===== src/rtl/router_pkg.sv =====
// Shared definitions for the input router and its scratchpad fill stage.
package router_pkg;

   typedef enum logic [1:0] {IDLE, LOAD, DONE} loader_state_t;

   localparam int DEF_DATA_WIDTH      = 8;
   localparam int DEF_SPAD_DATA_WIDTH = 64;

   // Elements per SPAD word; the router and loader must agree on this packing.
   function automatic int spad_n_of(input int data_width, input int spad_data_width);
      return spad_data_width / data_width;
   endfunction

   localparam int DEF_SPAD_N = spad_n_of(DEF_DATA_WIDTH, DEF_SPAD_DATA_WIDTH);

endpackage


===== src/rtl/input_spad_loader_word_packer.sv =====
// Lane register that assembles SPAD_N stream elements into one little-endian SPAD word.
module word_packer #(
   parameter int DATA_WIDTH = 8,
   parameter int SPAD_N     = 8
) (
   input  logic                         clk_i,
   input  logic                         clear_i,
   input  logic                         accept_i,
   input  logic                         flush_i,
   input  logic [DATA_WIDTH-1:0]        data_i,
   output logic                         full_o,
   output logic [DATA_WIDTH*SPAD_N-1:0] word_o
);

   localparam int LANE_W = (SPAD_N > 1) ? $clog2(SPAD_N) : 1;
   localparam int WORD_W = DATA_WIDTH * SPAD_N;

   logic [WORD_W-1:0] lanes_q, lanes_d;
   logic [LANE_W-1:0] lane_q, lane_d;

   assign full_o = (lane_q == LANE_W'(SPAD_N - 1));

   // word_o already contains the byte being accepted, so a flush captures it in the same cycle.
   always_comb begin
      word_o = lanes_q;
      if (accept_i) begin
         word_o[int'(lane_q) * DATA_WIDTH +: DATA_WIDTH] = data_i;
      end
   end

   always_comb begin
      lanes_d = lanes_q;
      lane_d  = lane_q;
      if (accept_i) begin
         if (flush_i) begin
            lanes_d = '0;
            lane_d  = '0;
         end else begin
            lanes_d = word_o;
            lane_d  = lane_q + 1'b1;
         end
      end
   end

   always_ff @(posedge clk_i) begin
      if (clear_i) begin
         lanes_q <= '0;
         lane_q  <= '0;
      end else begin
         lanes_q <= lanes_d;
         lane_q  <= lane_d;
      end
   end

endmodule


===== src/rtl/input_spad_loader.sv =====
// Fill stage for the input router scratchpad: packs a byte stream into SPAD words and writes them.
module input_spad_loader
   import router_pkg::*;
#(
   parameter int DATA_WIDTH      = DEF_DATA_WIDTH,
   parameter int SPAD_DATA_WIDTH = DEF_SPAD_DATA_WIDTH,
   parameter int SPAD_N          = spad_n_of(DATA_WIDTH, SPAD_DATA_WIDTH),
   parameter int ADDR_WIDTH      = 8,
   parameter int CNT_WIDTH       = ADDR_WIDTH + $clog2(SPAD_N)
) (
   input  logic                       i_clk,
   input  logic                       i_rst,
   input  logic                       i_reg_clear,
   input  logic                       i_start,
   input  logic [ADDR_WIDTH-1:0]      i_base_addr,
   input  logic [CNT_WIDTH-1:0]       i_byte_count,
   input  logic [DATA_WIDTH-1:0]      i_data,
   input  logic                       i_valid,
   output logic                       o_ready,
   output logic                       o_spad_write_en,
   output logic [ADDR_WIDTH-1:0]      o_spad_write_addr,
   output logic [SPAD_DATA_WIDTH-1:0] o_spad_data,
   output logic                       o_busy,
   output logic                       o_done
);

   loader_state_t state_q, state_d;

   logic                       clear;
   logic                       start_ok;
   logic                       accept;
   logic                       last_byte;
   logic                       lane_full;
   logic                       trigger;
   logic [SPAD_DATA_WIDTH-1:0] packed_word;

   logic [ADDR_WIDTH-1:0]      base_q;
   logic [CNT_WIDTH-1:0]       count_q;
   logic [CNT_WIDTH-1:0]       byte_idx_q;
   logic [ADDR_WIDTH-1:0]      word_idx_q;

   logic                       we_q;
   logic [ADDR_WIDTH-1:0]      addr_q;
   logic [SPAD_DATA_WIDTH-1:0] data_q;
   logic                       done_q;

   assign clear     = i_rst | i_reg_clear;
   assign start_ok  = (state_q == IDLE) && i_start;
   assign o_ready   = (state_q == LOAD);
   assign o_busy    = (state_q != IDLE);
   assign accept    = o_ready && i_valid;
   assign last_byte = (byte_idx_q == count_q - CNT_WIDTH'(1));
   assign trigger   = accept && (lane_full || last_byte);

   word_packer #(
      .DATA_WIDTH (DATA_WIDTH),
      .SPAD_N     (SPAD_N)
   ) u_packer (
      .clk_i    (i_clk),
      .clear_i  (clear),
      .accept_i (accept),
      .flush_i  (trigger),
      .data_i   (i_data),
      .full_o   (lane_full),
      .word_o   (packed_word)
   );

   always_comb begin
      state_d = state_q;
      case (state_q)
         IDLE: if (i_start) state_d = (i_byte_count != '0) ? LOAD : DONE;
         LOAD: if (accept && last_byte) state_d = DONE;
         DONE: state_d = IDLE;
         default: state_d = IDLE;
      endcase
   end

   always_ff @(posedge i_clk) begin
      if (clear) state_q <= IDLE;
      else       state_q <= state_d;
   end

   // Tile parameters are latched only on an accepted start, so a start while busy cannot disturb them.
   always_ff @(posedge i_clk) begin
      if (clear) begin
         base_q     <= '0;
         count_q    <= '0;
         byte_idx_q <= '0;
         word_idx_q <= '0;
      end else if (start_ok) begin
         base_q     <= i_base_addr;
         count_q    <= i_byte_count;
         byte_idx_q <= '0;
         word_idx_q <= '0;
      end else begin
         if (accept)  byte_idx_q <= byte_idx_q + 1'b1;
         if (trigger) word_idx_q <= word_idx_q + 1'b1;
      end
   end

   always_ff @(posedge i_clk) begin
      if (clear) begin
         we_q   <= 1'b0;
         addr_q <= '0;
         data_q <= '0;
         done_q <= 1'b0;
      end else begin
         we_q   <= trigger;
         done_q <= (state_q == DONE);
         if (trigger) begin
            addr_q <= base_q + word_idx_q;
            data_q <= packed_word;
         end
      end
   end

   assign o_spad_write_en   = we_q;
   assign o_spad_write_addr = addr_q;
   assign o_spad_data       = data_q;
   assign o_done            = done_q;

endmodule


===== config.mk =====
export PLATFORM = sky130hd
export DESIGN_NAME = input_spad_loader
export DESIGN_NICKNAME = d
export VERILOG_FILES = /design/src/rtl/router_pkg.sv /design/src/rtl/input_spad_loader_word_packer.sv /design/src/rtl/input_spad_loader.sv
export SDC_FILE = /design/constraint.sdc
export NUM_CORES = 1
export LEC_CHECK = 0
export ABC_AREA = 1
export BUFFER_PORTS_ARGS = -buffer_cell sky130_fd_sc_hd__buf_2
export CORE_ASPECT_RATIO = 0.9
export CORE_MARGIN = 4
export CORE_UTILIZATION = 60
export CTS_BUF_LIST = sky130_fd_sc_hd__clkbuf_8
export DETAILED_ROUTE_END_ITERATION = 10
export GPL_TIMING_DRIVEN = 1
export PLACE_DENSITY = 0.88
export SLEW_MARGIN = 20
export SYNTH_ARGS = -nofsm -noshare
export SYNTH_HDL_FRONTEND = slang
export SYNTH_SLANG_ARGS = --single-unit

===== constraint.sdc =====
create_clock -name i_clk -period 3.2 [get_ports i_clk]
set_clock_uncertainty 0.05 [all_clocks]
set_input_delay 0.48 -clock i_clk [delete_from_list [all_inputs] [get_ports i_clk]]
set_output_delay 0.48 -clock i_clk [all_outputs]
set_load 0.02 [all_outputs]

==> results.toml <==
[logic_synthesis]
synth_top_flop_cell = "sky130_fd_sc_hd__dfxtp_1"
synth.yosys.warnings = 0
synth_area_leader_cell = "sky130_fd_sc_hd__dfxtp_1"
ys_async_sr_fraction_pct = 0
syn-num-nets = 1153
yosys.cell_types.count = 41
ys_seq_elements = 181
synth_enable_flop_cells = 0
post_synthesis_instance_area_um2 = 8100
syn_area_per_cell_um2 = 7.33
ys_top_cells_by_area = "sky130_fd_sc_hd__dfxtp_1, sky130_fd_sc_hd__nor2_1, sky130_fd_sc_hd__nand2_1, sky130_fd_sc_hd__o21ai_0, sky130_fd_sc_hd__inv_1"
synthesis.instances = 1106
seq_area_frac_synth_pct = 44.7
netlist.area_leader.share_pct = 44.7

[sta]
fmaxAchievable_mhz = 355
slack_of_the_critical_path_ps = 387
hold_viol = 0
final_max_slew_viol_count = 0
setup_viol_count_final = 0
period_needed_ps = 2810
worst-slew-pin-transition_ps = 921
setup-tns-final_ps = 0
grt_setup_unrepaired = "false"
tightest_slew_margin_relative_to_the_limit_pct = 38.6
layout_worst_path_cycle_share_pct = 87.9

[clocking]
hold_buffers = 0
cts_tree = "yes"
clk-insertion-delay-late_ps = 470
path_clk_slew_ps = 90
clock_sinks = 181
clock_tree.buffer_depth = 2
clk_root_buffer_cell = "sky130_fd_sc_hd__clkbuf_8"
cts_inserted_buffers = 17
number_of_levels_in_the_clock_h_tree = 4

[critical_path]
cpMostUsedCell = "sky130_fd_sc_hd__inv_1"
cp_cell_sequence = "inv_1 -> ha_1 -> ha_2 -> inv_1 -> nand2_1 -> nor2_1 -> inv_1 -> nor2_1 -> nand2_1 -> inv_1 -> nand2_1 -> and2_0 -> inv_1 -> nor2_2 -> nor2_1"
cp.buffers_inverters = 5
r2r_end = "o_spad_data[26]"
timing.setup.critical_path_class = "reg -> reg"
worstPathArrival_ps = 3170
logic_depth_of_the_worst_path_buffers_included = 15
r2r_setup_slack_ps = 390
worst_ep_required_time_ps = 3560
rr_startpoint = "u_packer.lane_q[0]"
end_kind = "flip-flop"
crit_path_top_delay_cell = "sky130_fd_sc_hd__dfxtp_1"
crit_path_max_fanout = 13
type_of_origin_of_the_critical_path = "flip-flop"
timing.critical_path.slowest_cell_delay_ps = 430
largest_delay_contributor_family_on_the_critical_path = "simple AND/OR/NAND/NOR gates"
ff2ff_path_depth = 15

[power]
power.density_nw_per_um2 = 457
leakage_nw = 4.38
vdd_ir_drop_max_v = 0.000298

[cells_and_area]
finish.net_count = 1238
final_area_um2 = 9080
layout-drive-gt1-share_pct = 17.8
most_frequent_standard_cell_in_the_layout_excluding_fill_and_tap_cells = "sky130_fd_sc_hd__nor2_1"
layout.filler_cells = 1083
layout_common_cells = "sky130_fd_sc_hd__nor2_1, sky130_fd_sc_hd__dfxtp_1, sky130_fd_sc_hd__nand2_1"
post_layout_nonfiller_instances = 1370
antenna-diode-count = 0
finalCoreUtilization_pct = 68.2
area.growth.synth_to_final_pct = 12.0

[place]
dpl_worst_slack_ps = 370
gpl.final_weighted_congestion = 0.915
dp_cells = 1337
post-dp-hpwl_um = 13100
port-buffer-count = 107
postPlaceCellArea_um2 = 8640

[job]
cap_viol_max_count = 0

[min_path]
min-delay-path-class = "in -> reg"
worst_hold_startpoint = "i_base_addr[6]"
whs_endpoint = "base_q[6]"
min_path_cells = 3

[die]
design.die.area_um2 = 15400
std_cell_rows = 40
design.core.area_um2 = 13300
die_w_um = 131
die_height_um = 118
initial_core_util_pct = 60.9
design.portCount = 108

[drt]
drt_iter0_markers = 622
route.vias.total = 7367
drt_wl_total_um = 19500
drc = 0
wl_per_cell_um = 14.2
routed_via_density = 5.38
first_pass_iters = 5
antenna_violating_nets_post_route = 0

[global_routing]
track_usage_pct = 25.4
grt_overflow = 0
grt_pass1_wl_um = 31900
number_of_global_route_vias_before_repair = 6678
grt_antenna_before_repair = 0
grt_start_max_net_pins = 104

[status]
status = "complete, no violations"
==> per-layer routing <==
metal  vias to the layer above  track usage, %  share of wire [%]  wire length, um
li1                       3697               -                  -                -
met1                      3360            34.2                 45             8710
met4                         0            9.64                2.4              459
met2                       267            39.5                 46             8910
met3                        43            6.01                7.1             1390
met5                         -               0                  0                0
==> final cells by class <==
type | count | area [um2] | share of cell area (%)
Multi-Input combinational cell | 766 | 3780 | 41.6
Sequential cell | 181 | 3620 | 39.9
Timing Repair Buffer | 123 | 668 | 7.36
Inverter | 102 | 384 | 4.23
Clock buffer | 18 | 248 | 2.73
Tap cell | 168 | 210 | 2.32
Clock inverter | 12 | 168 | 1.85
==> worst max path at each step <==
stage | start | to | slack (ps)
2_1_floorplan | u_packer.lane_q[0] | u_packer.lanes_q[13] | 840
3_3_place_gp | u_packer.lane_q[0] | u_packer.lanes_q[62] | 530
3_5_place_dp | u_packer.lane_q[0] | u_packer.lanes_q[14] | 370
4_1_cts | u_packer.lane_q[0] | u_packer.lanes_q[14] | 300
5_1_grt | u_packer.lane_q[0] | u_packer.lanes_q[13] | 100
6_report | u_packer.lane_q[0] | o_spad_data[26] | 390
==> registers in the layout, summed over array words and instances (netlist names) <==
register           count
o_spad_data           64
u_packer.lanes_q      64
byte_idx_q            11
count_q               11
base_q                 8
o_spad_write_addr      8
word_idx_q             8
u_packer.lane_q        3
state_q                2
o_done                 1
o_spad_write_en        1
==> kinds of logic after synthesis <==
logic type / Yosys count / synth area share [%]
fa+ha+maj: 15 / 2.41
buf+inv: 159 / 8.82
xor+xnor: 18 / 1.95
compound gates: 201 / 13.2
simple gates: 532 / 28.9
flops: 181 / 44.7
==> what timing repair did <==
action                     CTS  global route
setup endpoints to repair    0            12
setup buffers                0             3
gates resized for setup      0             1
==> worst min-delay path, delay by kind of cell <==
kind / cells / cell delay, ps
buffers and inverters: 1 / 80
and+or+nand+nor: 2 / 120
==> through the flow <==
step,hold WS (ps),total power [mW]
after global placement,425,2.54
after CTS,182,4.15
final,197,4.14
after global routing,199,4.27
after detailed placement,435,2.55
after floorplan,394,2.48
==> report_power, final <==
part	internal [mW]	switching [mW]	leakage, nW	total, mW
Clock	0.803	0.843	0.213	1.65
Sequential	2.26	0.0127	1.46	2.28
Combinational	0.0687	0.153	2.70	0.222
Total	3.14	1.01	4.38	4.14
==> synth_stat cells (all sizes together), types with 2 or more instances <==
master,n
a21oi,42
and2,16
buf,33
clkbuf,24
dfxtp,181
ha,14
inv,101
nand2,171
nand3,34
nand4,5
nor2,250
nor3,48
nor3b,2
nor4,4
o211ai,2
o21a,21
o21ai,133
or2,2
xnor2,7
xor2,11
Power figures use the tool's default switching activity.
